$ cat src/rtl/sgm_scan_pkg.sv
// Shared constants for the multiplexed 7-segment display path.
package sgm_scan_pkg;

    // All segments off (active-low drive).
    localparam logic [7:0] SGM_OFF = 8'hFF;

    // Segment bit positions within the 8-bit segment word.
    localparam int SEG_A  = 0;
    localparam int SEG_B  = 1;
    localparam int SEG_C  = 2;
    localparam int SEG_D  = 3;
    localparam int SEG_E  = 4;
    localparam int SEG_F  = 5;
    localparam int SEG_G  = 6;
    localparam int SEG_DP = 7;

    // Active-low glyphs for hex digits 0..F, decimal point off.
    localparam logic [7:0] GLYPH [0:15] = '{
        8'hC0, 8'hF9, 8'hA4, 8'hB0, 8'h99, 8'h92, 8'h82, 8'hF8,
        8'h80, 8'h90, 8'h88, 8'h83, 8'hC6, 8'hA1, 8'h86, 8'h8E
    };

endpackage

$ cat src/rtl/sgm_scan_hex_sgm.sv
// Combinational hex nibble to active-low a..g segment pattern.
module hex_sgm
    import sgm_scan_pkg::*;
(
    input  logic [3:0] hex,
    output logic [6:0] seg
);

    logic [7:0] glyph;

    // Table lookup; the dp bit of the table entry is dropped here.
    always_comb begin
        glyph = GLYPH[hex];
        seg   = glyph[SEG_G:SEG_A];
    end

endmodule

$ cat src/rtl/sgm_scan.sv
// Time-multiplexed NDIG-digit common-anode 7-segment driver with per-slot
// blanking, frame-boundary snapshot and optional leading-zero blanking.
module sgm_scan
    import sgm_scan_pkg::*;
#(
    parameter int NDIG  = 8,
    parameter int DIV   = 100000,
    parameter int BLANK = 1000
) (
    input  logic              clk,
    input  logic              rst,
    input  logic [4*NDIG-1:0] data,
    input  logic [NDIG-1:0]   dp_en,
    input  logic [NDIG-1:0]   dig_en,
    input  logic              lzb,
    output logic [NDIG-1:0]   an,
    output logic [7:0]        sgm,
    output logic              frm
);

    localparam int PW = $clog2(DIV);
    localparam int IW = $clog2(NDIG);

    logic [PW-1:0]     presc;
    logic [IW-1:0]     idx;
    logic [4*NDIG-1:0] snap_data;
    logic [NDIG-1:0]   snap_dp;
    logic [NDIG-1:0]   snap_en;
    logic              snap_lzb;

    logic              slot_end;
    logic              frame_end;
    logic [3:0]        cur_nib;
    logic              cur_dp;
    logic              cur_en;
    logic              cur_supp;
    logic              nz_seen;
    logic              lit;
    logic [6:0]        glyph;
    logic [NDIG-1:0]   an_next;
    logic [7:0]        sgm_next;

    assign slot_end  = (presc == PW'(DIV - 1));
    assign frame_end = slot_end && (idx == IW'(NDIG - 1));

    hex_sgm u_hex_sgm (
        .hex (cur_nib),
        .seg (glyph)
    );

    // Select the current digit's snapshot fields and decide whether it is lit.
    always_comb begin
        // NOTE: every signal gets a default first so no path leaves it unassigned (no latch).
        cur_nib  = 4'h0;
        cur_dp   = 1'b0;
        cur_en   = 1'b0;
        cur_supp = 1'b0;
        nz_seen  = 1'b0;
        // Walk from the most significant digit down so nz_seen tells whether
        // any nibble at or above position i is non-zero.
        for (int i = NDIG - 1; i >= 0; i--) begin
            nz_seen = nz_seen | (|snap_data[4*i +: 4]);
            if (IW'(i) == idx) begin
                cur_nib  = snap_data[4*i +: 4];
                cur_dp   = snap_dp[i];
                cur_en   = snap_en[i];
                cur_supp = snap_lzb && (i != 0) && !nz_seen;
            end
        end
        lit      = (presc >= PW'(BLANK)) && cur_en && !cur_supp;
        an_next  = lit ? ~(NDIG'(1) << idx) : '1;
        sgm_next = lit ? {~cur_dp, glyph} : SGM_OFF;
    end

    // Prescaler, digit index, frame snapshot and registered display outputs.
    always_ff @(posedge clk) begin
        // NOTE: sequential state uses non-blocking assignments so every register
        // samples pre-edge values regardless of statement order.
        if (rst) begin
            presc     <= '0;
            idx       <= '0;
            snap_data <= '0;
            snap_dp   <= '0;
            snap_en   <= '0;
            snap_lzb  <= 1'b0;
            an        <= '1;
            sgm       <= SGM_OFF;
            frm       <= 1'b0;
        end else begin
            presc <= slot_end ? '0 : presc + 1'b1;
            if (slot_end) begin
                idx <= (idx == IW'(NDIG - 1)) ? '0 : idx + 1'b1;
            end
            if (frame_end) begin
                snap_data <= data;
                snap_dp   <= dp_en;
                snap_en   <= dig_en;
                snap_lzb  <= lzb;
            end
            an  <= an_next;
            sgm <= sgm_next;
            frm <= frame_end;
        end
    end

endmodule

$ cat config.mk
export PLATFORM = sky130hd
export DESIGN_NAME = sgm_scan
export DESIGN_NICKNAME = d
export VERILOG_FILES = /design/src/rtl/sgm_scan_pkg.sv /design/src/rtl/sgm_scan_hex_sgm.sv /design/src/rtl/sgm_scan.sv
export SDC_FILE = /design/constraint.sdc
export NUM_CORES = 1
export LEC_CHECK = 0
export ABC_CLOCK_PERIOD_IN_PS = 2650
export CAP_MARGIN = 40
export CORE_MARGIN = 4
export CORE_UTILIZATION = 48
export CTS_BUF_LIST = sky130_fd_sc_hd__clkbuf_16
export CTS_CLUSTER_DIAMETER = 80
export DETAILED_ROUTE_END_ITERATION = 12
export GPL_TIMING_DRIVEN = 0
export PLACE_DENSITY = 0.84
export SLEW_MARGIN = 20
export SYNTH_ARGS = -nofsm -noshare
export SYNTH_HDL_FRONTEND = slang
export SYNTH_HIERARCHICAL = 1
export SYNTH_SLANG_ARGS = --single-unit
export TNS_END_PERCENT = 20
$ cat constraint.sdc
create_clock -name clk -period 2.65 [get_ports clk]
set_input_delay 0.3975 -clock clk [delete_from_list [all_inputs] [get_ports clk]]
set_output_delay 0.3975 -clock clk [all_outputs]
set_load 0.005 [all_outputs]
# [Yosys cells after proc, flatten, opt, wreduce, memory -nomap -nowiden]
# Memory sizes are Yosys's and may differ from the RTL's. A register that Yosys moved wholly into a read port is not among the register bits.
# Index checks and enable logic that the tools add are counted.
[word_totals] regBits=86 romBits=128 inputBits=51 out_inout_bits=17 word_cells=97 memories=1
[mem_list] memory="(name not given)" depth=16 width=8 rd=1 rd_clocked_by_memory_dff=1 wr=0 line_no="sgm_scan_hex_sgm.sv:13" rtl="glyph = GLYPH[hex];"
[op_classes] n_addsub=2 n_lt_le_gt_ge=2 n_eq_ne=9 n_shift=1 n_mux=35 bitwise_logic=10 reduce_logical=28
[ops] operator="$mux 4" n=8
[ops] operator="$reduce_or 4->1" n=7
[ops] operator="$mux 1" n=24
[ops] operator="$add 17x1->17 const B" n=1
[ops] operator="$eq 17x17->1 const B" n=1
[ops] operator="$ge 17x10->1 const B" n=1
[ops] operator="$mux 7" n=2
[ops] operator="$eq 3x3->1 const A" n=4
[ops] operator="$logic_and 1x1->1" n=10
[ops] operator="$logic_not 1->1" n=8
[ops] operator="$not 8->8" n=1
[ops] operator="$shl 1x3->8 const A" n=1
[ops] operator="$eq 2x3->1 const A" n=2
[ops] operator="$or 1x1->1" n=6
[ops] operator="$ge 5x5->1 const B" n=1
[ops] operator="$not 4->5" n=1
[ops] operator="$reduce_or 2->1" n=2
[ops] operator="$add 3x1->3 const B" n=1
[ops] operator="$eq 1x3->1 const A" n=1
[ops] operator="$eq 3x3->1 const B" n=1
[ops] operator="$logic_not 3->1" n=1
[ops] operator="$mux 3" n=1
[ops] operator="$not 1->1" n=2

# [Logic depth before layout (Yosys ltp)]
# Gate-level depths: netlist (run 1).
[depth] ltp_word=15 depth_mapped=15

# [Hierarchy]
# Netlist (run 1), hierarchy kept.
[by_module_without_submodules] module="sgm_scan" n_inst=1 cells_each=386 area_per_inst_um2=3701.0
[by_module_without_submodules] module="hex_sgm" n_inst=1 cells_each=35 area_per_inst_um2=247.7

# [Worst setup path after synthesis (run 1)]
# OpenSTA, ideal clock, no wires.
[synth_path] kind="reg2reg" from="register idx[1]" to="register sgm[3]" setup_ns=0.138 arrival_ns=2.716 path_slack_ns=-0.204 path_stages_with_launch=16 path_buffers=3 period_less_slack_ns=2.854 cell_sequence="dfxtp_1 -> inv_1 -> ha_1 -> clkbuf_1 -> clkbuf_1 -> clkbuf_1 -> a21oi_1 -> o21ai_0 -> a32oi_1 -> a21oi_1 -> inv_1 -> ha_1 -> or2_2 -> a21oi_1 -> a31oi_1 -> nand4b_1"
[synth_rtl] element="start: declaration" line_no="sgm_scan.sv:25" rtl="logic [IW-1:0] idx;"
[synth_rtl] element="start signal: assignment" line_no="sgm_scan.sv:92" rtl="idx <= (idx == IW'(NDIG - 1)) ? '0 : idx + 1'b1;"
[synth_rtl] element="$eq 3x3->1" line_no="sgm_scan.sv:63" rtl="if (IW'(i) == idx) begin"
[synth_rtl] element="$mux 4 (7 in series)" line_no="sgm_scan.sv:63"
[synth_rtl] element="$mux 4 *" line_no="sgm_scan.sv:63"
[synth_rtl] element="via cur_nib[1]" line_no="sgm_scan.sv:33" rtl="logic [3:0] cur_nib;"
[synth_rtl] element="$not 4->5 (not written as such) *" line_no="sgm_scan_hex_sgm.sv:13"
[synth_rtl] element="end: declaration" line_no="sgm_scan.sv:17" rtl="output logic [7:0] sgm,"
# The timed path passes the listed nets; every way through them passes the cells marked *.
# A chain may end at the register's enable or synchronous reset.

# [Worst setup path in the final report (run 1)]
# Ends and elaborated chain as after synthesis.

==> results of run 1 <==
cells in the final DEF (no fill, tap or decap), drive strengths merged, types with 2 or more instances in the layout:
| master | n |
|---|---|
| nand4 | 8 |
| a31oi | 5 |
| nor3b | 4 |
| nand2 | 25 |
| a21oi | 14 |
| nor2 | 33 |
| a221oi | 4 |
| or2 | 2 |
| a32oi | 3 |
| xnor2 | 6 |
| a211oi | 2 |
| and2 | 8 |
| clkdlybuf4s50 | 67 |
| nor4b | 3 |
| buf | 24 |
| or3 | 2 |
| nor3 | 4 |
| inv | 15 |
| nor2b | 2 |
| xor2 | 10 |
| dfxtp | 86 |
| nor4 | 7 |
| bufinv | 2 |
| and3 | 3 |
| clkinv | 2 |
| and4 | 4 |
| nand3 | 22 |
| nand4b | 8 |
| nand2b | 2 |
| clkbuf | 14 |
| a22o | 49 |
| o22ai | 4 |
| ha | 15 |
| o211ai | 5 |
| o2111ai | 3 |
| o21ai | 23 |
layer usage:
metal	vias up	wire (µm)	GRT usage
li1	1731	-	-
met2	189	5290	0.367
met1	1715	4180	0.253
met3	39	807	0.0368
met5	-	0	0
met4	0	301	0.0924
where the power goes:
| group | switching (mW) | internal [mW] | leakage, nW |
|---|---|---|---|
| logic | 0.0395 | 0.0726 | 1.10 |
| clock network | 0.491 | 0.810 | 0.148 |
| registers | 0.00411 | 1.29 | 0.696 |
| total | 0.535 | 2.18 | 1.94 |
sequential cells by signal, summed over array words and instances, names as in the netlist:
signal	flops
presc	17
sgm	8
snap_lzb	1
snap_en	8
an	8
snap_dp	8
idx	3
snap_data	32
frm	1
per-stage QoR:
step                      cells  setup TNS (ps)
after floorplan             421               0
final                       606               0
after global routing        606           -23.2
after detailed placement    590           -2870
after CTS                   604               0
after global placement      590           -2290
cell type report:
class                      instances  area share
buffer                            26      0.0375
clock buffer                       9      0.0430
clock inverter                     6      0.0150
inverter                          14      0.0110
multi-input combinational        293       0.406
sequential                        86       0.331
tap                              102      0.0244
timing repair buffer              70       0.132
what timing repair did:
item | in CTS | in global routing
setup buffers | 1 | 2
resized for setup | 29 | 31
endpoints found under the setup margin | 16 | 7
pin swaps | 2 | 6
worst paths after layout:
kind                   start    endpoint  slack (ps)  cells past startpoint
setup reg to reg      idx[1]      sgm[3]          80                     13
hold / removal    snap_dp[0]  snap_dp[0]         470                      1
setup / recovery      idx[1]      sgm[3]          80                     13
hold reg to reg   snap_dp[0]  snap_dp[0]         470                      1
critical path: stages (launching register included):
cell and delay, ps:
dfxtp_4 380, inv_4 50, ha_4 190, buf_6 150, nor3b_1 140, o21ai_0 270
nand3_2 160, a21oi_4 230, inv_1 120, ha_1 290, nand2_1 90, a21oi_2 150
a31oi_1 40, nand4b_1 160
logic make-up (layout without fill, tap and decap cells):
kind of cell,Yosys count,after routing,synth area share
AO/OA/AOI/OAI,121,121,0.228
XOR/XNOR,16,16,0.0355
AND/OR/NAND/NOR,139,139,0.197
buffers and inverters,42,125,0.0510
adder cells (fa/ha/maj),15,15,0.0475
flip-flops,86,86,0.436
multiplexers,2,2,0.00539
==> impl_metrics.env, run 1 <==
export IMPL_synth_nets=487
export IMPL_syn_area_per_cell_um2=9.38
export IMPL_min_period_over_period=0.970
export IMPL_cp_arrival_ps=2770
export IMPL_multiInputGateArea_mm2=0.00213
export IMPL_start_util=0.503
export IMPL_slew_headroom=0.600
export IMPL_power_leakage_nw=1.94
export IMPL_cp_max_fo=10
export IMPL_die_h_um=98.7
export IMPL_maxSlewViolCount=0
export IMPL_place_area_mm2=0.00476
export IMPL_ys_ff_latch=86
export IMPL_finalHoldViolCount=0
export IMPL_nNetsFinal=566
export IMPL_rows=32
export IMPL_io_pins=68
export IMPL_detail_route_wl_per_cell_um=17.4
export IMPL_final_area_mm2=0.00524
export IMPL_grt_antenna_before_repair=0
export IMPL_timing_fmax_mhz=389
export IMPL_yosysWarnings=6
export IMPL_async_reset_ff_frac=0
export IMPL_ir_drop_v=0.000325
export IMPL_synthCells=421
export IMPL_critPathLaunchType="flip-flop"
export IMPL_drv_cap=0
export IMPL_min_path_type="flip-flop to flip-flop"
export IMPL_overflow=0
export IMPL_htree_levels=3
export IMPL_worstPathRequired_ps=2850
export IMPL_synth_edf_count=0
export IMPL_ys_types=55
export IMPL_cts_hold_buf=0
export IMPL_drive_gt1_frac=0.139
export IMPL_cts_inserted_buffers=9
export IMPL_wl_mm=10.6
export IMPL_synth_top_area_share=0.436
export IMPL_synth_top_area_cell="dfxtp_1"
export IMPL_grt_pass1_wl_mm=16.6
export IMPL_die_area_mm2=0.00974
export IMPL_setup_viol=0
export IMPL_utilization=0.668
export IMPL_place_congestion=0.926
export IMPL_period_needed_ps=2570
export IMPL_grt_use_total=0.210
export IMPL_outcome="finished clean"
export IMPL_insertion_delay_ps=340
export IMPL_grt_max_degree=14
export IMPL_die_width_um=98.7
export IMPL_synth_area_top_cells="dfxtp_1, a22o_1, ha_1, nor2_1, nand3_1"
export IMPL_synth_area_mm2=0.00395
export IMPL_cts_tree="built"
export IMPL_coreArea_mm2=0.00785
export IMPL_fin_ws_ps=79.8
export IMPL_regArea_mm2=0.00173
export IMPL_port_buffers=67
export IMPL_holdWs_ps=470
export IMPL_pwr_density_cell_mw_per_mm2=517
export IMPL_end_kind="flip-flop"
export IMPL_synth_seq_area_share=0.436
export IMPL_synth_ff_type="dfxtp_1"
export IMPL_clock_root_buffer="clkbuf_16"
export IMPL_worst_pin_slew_ps=594
export IMPL_fillers=595
export IMPL_place_hpwl_mm=7.62
export IMPL_clk_path_buf_depth=2
export IMPL_fin_worst_skew_ps=6.82
export IMPL_route_detailed_drc=0
export IMPL_synth_common_cells="dfxtp_1, a22o_1, nor2_1"
export IMPL_vias=3674
export IMPL_area_growth_pct=32.7
export IMPL_drtPass1Iterations=5
export IMPL_via_per_inst=6.06
export IMPL_ant_nets=0
export IMPL_cts_sinks=86
export IMPL_path_class="flip-flop to flip-flop"
export IMPL_post_place_ws_ps=-531
export IMPL_synth_most_common_cell="dfxtp_1"
export IMPL_cts_clk_slew_worst_paths_ps=60
export IMPL_drt_iter0_markers=287
export IMPL_num_antenna_cells=0
export IMPL_grt_pass1_vias=3412
export IMPL_power_total_mw=2.71
(Power assumes the default switching activity.)
==> run 2: changes to the inputs <==
--- a/config.mk
+++ b/config.mk
@@ -19,4 +19,4 @@
 export SYNTH_HDL_FRONTEND = slang
 export SYNTH_HIERARCHICAL = 1
 export SYNTH_SLANG_ARGS = --single-unit
-export TNS_END_PERCENT = 20
+export TNS_END_PERCENT = 10
==> results of run 2 <==
The final DEF is identical to that of run 1; final timing and power are the same.
==> run 3: changes to the inputs <==
--- a/config.mk
+++ b/config.mk
@@ -8,12 +8,13 @@
 export ABC_CLOCK_PERIOD_IN_PS = 2650
 export CAP_MARGIN = 40
 export CORE_MARGIN = 4
-export CORE_UTILIZATION = 48
-export CTS_BUF_LIST = sky130_fd_sc_hd__clkbuf_16
+export CORE_UTILIZATION = 49
+export CTS_BUF_LIST = sky130_fd_sc_hd__clkbuf_4
 export CTS_CLUSTER_DIAMETER = 80
+export CTS_CLUSTER_SIZE = 24
 export DETAILED_ROUTE_END_ITERATION = 12
 export GPL_TIMING_DRIVEN = 0
-export PLACE_DENSITY = 0.84
+export PLACE_DENSITY = 0.86
 export SLEW_MARGIN = 20
 export SYNTH_ARGS = -nofsm -noshare
 export SYNTH_HDL_FRONTEND = slang
==> run 3 against run 2 <==
Against the previous run:
- total power decreased by 21%
- critical path depth decreased by 1
- design area decreased by 2.8%
- sequential power about the same
- flip-flop and latch count unchanged
- cell count increased by 0.33%
- largest power group unchanged
==> impl_metrics.env, run 3 (synthesis gave the netlist of run 1 again) <==
export IMPL_drtPass1Iterations=5
export IMPL_die_area_mm2=0.00956
export IMPL_end_kind="flip-flop"
export IMPL_grt_antenna_before_repair=0
export IMPL_via_per_inst=6.04
export IMPL_fillers=620
export IMPL_grt_pass1_wl_mm=16.7
export IMPL_clock_root_buffer="clkbuf_4"
export IMPL_r2r_slack_ps=10
export IMPL_rsz0062_at_grt="true"
export IMPL_critPathLaunchType="flip-flop"
export IMPL_reg_largest_list="snap_data (32), presc (17)"
export IMPL_worstReg2RegEnd="sgm[3]"
export IMPL_detail_route_wl_per_cell_um=17.2
export IMPL_drt_iter0_markers=298
export IMPL_regArea_mm2=0.00173
export IMPL_nNetsFinal=567
export IMPL_worstPathRequired_ps=2970
export IMPL_htree_levels=3
export IMPL_cts_inserted_buffers=9
export IMPL_final_cells=608
export IMPL_die_width_um=97.8
export IMPL_ir_drop_v=0.000281
export IMPL_power_leakage_nw=1.87
export IMPL_cts_hold_buf=0
export IMPL_coreArea_mm2=0.00777
export IMPL_pwr_density_cell_mw_per_mm2=422
export IMPL_finalHoldViolCount=0
export IMPL_min_period_over_period=0.996
export IMPL_clk_path_buf_depth=2
export IMPL_multiInputGateArea_mm2=0.00215
export IMPL_worst_pin_slew_ps=612
export IMPL_grt_max_degree=15
export IMPL_setup_tns_ps=0
export IMPL_grt_use_total=0.214
export IMPL_regMostFlops="snap_data"
export IMPL_cp_max_fo=10
export IMPL_port_buffers=67
export IMPL_layout_commonest_cell="dfxtp_1"
export IMPL_io_pins=68
export IMPL_cts_clk_slew_worst_paths_ps=140
export IMPL_outcome="finished clean"
export IMPL_holdPathEnd="presc[0]"
export IMPL_die_h_um=97.8
export IMPL_area_growth_pct=28.9
export IMPL_route_detailed_drc=0
export IMPL_drive_gt1_frac=0.150
export IMPL_slew_headroom=0.588
export IMPL_ant_nets=0
export IMPL_wl_mm=10.5
export IMPL_drv_cap=0
export IMPL_cts_sinks=86
export IMPL_setup_viol=0
export IMPL_vias=3673
export IMPL_cp_arrival_ps=2960
export IMPL_rows=32
export IMPL_grt_pass1_vias=3491
export IMPL_r2r_start="idx[2]"
export IMPL_path_class="flip-flop to flip-flop"
export IMPL_post_place_cells=590
export IMPL_largest_reg_flops=32
export IMPL_num_antenna_cells=0
export IMPL_start_util=0.508
export IMPL_r2r_worst_path_cells=12
export IMPL_place_hpwl_mm=7.59
export IMPL_final_cell_mix="dfxtp_1, clkdlybuf4s50_1, a22o_1"
export IMPL_timing_fmax_mhz=379
export IMPL_min_path_type="flip-flop to flip-flop"
export IMPL_cts_tree="built"
export IMPL_place_congestion=0.954
export IMPL_maxSlewViolCount=0
export IMPL_period_needed_ps=2640
export IMPL_whs_path_depth=1
export IMPL_insertion_delay_ps=440
export IMPL_fin_worst_skew_ps=16.9
export IMPL_min_from="presc[0]"
export IMPL_overflow=0
-- run 3: worst max-delay path by stage --
stage / startpoint / end / slack [ps] / cells past startpoint
floorplan: idx[1] / sgm[3] / 40 / 15
global placement: idx[2] / sgm[3] / -410 / 13
detailed placement: idx[0] / sgm[3] / -540 / 14
CTS: idx[1] / sgm[6] / 3 / 14
global route: idx[2] / sgm[3] / -90 / 12
finish: idx[2] / sgm[3] / 10 / 12
-- run 3: stage by stage --
step	worst slack (ps)	util	instance area [µm²]	hold slack, ps	total power [mW]
2_1_floorplan	43.7	-	3960	430	1.35
3_5_place_dp	-539	0.612	4760	469	1.44
3_3_place_gp	-415	0.612	4760	444	1.44
4_1_cts	3.03	0.641	4980	499	2.16
5_1_grt	-85.4	0.655	5090	519	2.22
6_report	9.96	0.655	5090	492	2.15
-- run 3: routing by layer --
layer	up-vias	part of all wire	global-route usage
li1	1723	-	-
met1	1711	0.39	0.242
met2	185	0.49	0.368
met3	54	0.068	0.0600
met4	0	0.044	0.105
met5	-	0	0
-- run 3: power by group --
part	total (mW)	switching, mW	internal (mW)
Clock	0.739	0.444	0.295
Sequential	1.30	0.00395	1.29
Combinational	0.110	0.0371	0.0724
-- run 3: critical path: stages, from the launching register on --
cell and delay, ps:
dfxtp_4 400, inv_1 130, buf_4 230, ha_4 190, clkbuf_4 220, a32oi_2 160
a21oi_4 230, inv_2 90, ha_1 190, or2_2 280, a21oi_1 170, a31oi_1 50
nand4b_1 170
-- run 3: layout make-up --
type,count,area share
clock buffers,10,0.0147
repair buffers,71,0.138
clock inverters,6,0.0123
plain buffers,26,0.0374
well taps,102,0.0251
multi-input cells,293,0.422
inverters,14,0.0108
flip-flops and latches,86,0.340
-- run 3: what timing repair did --
item | 4_1_cts | 5_1_grt
endpoints found under the setup margin | 10 | 7
pin swaps | 4 | 6
resized for setup | 27 | 35
setup buffers | 3 | 1
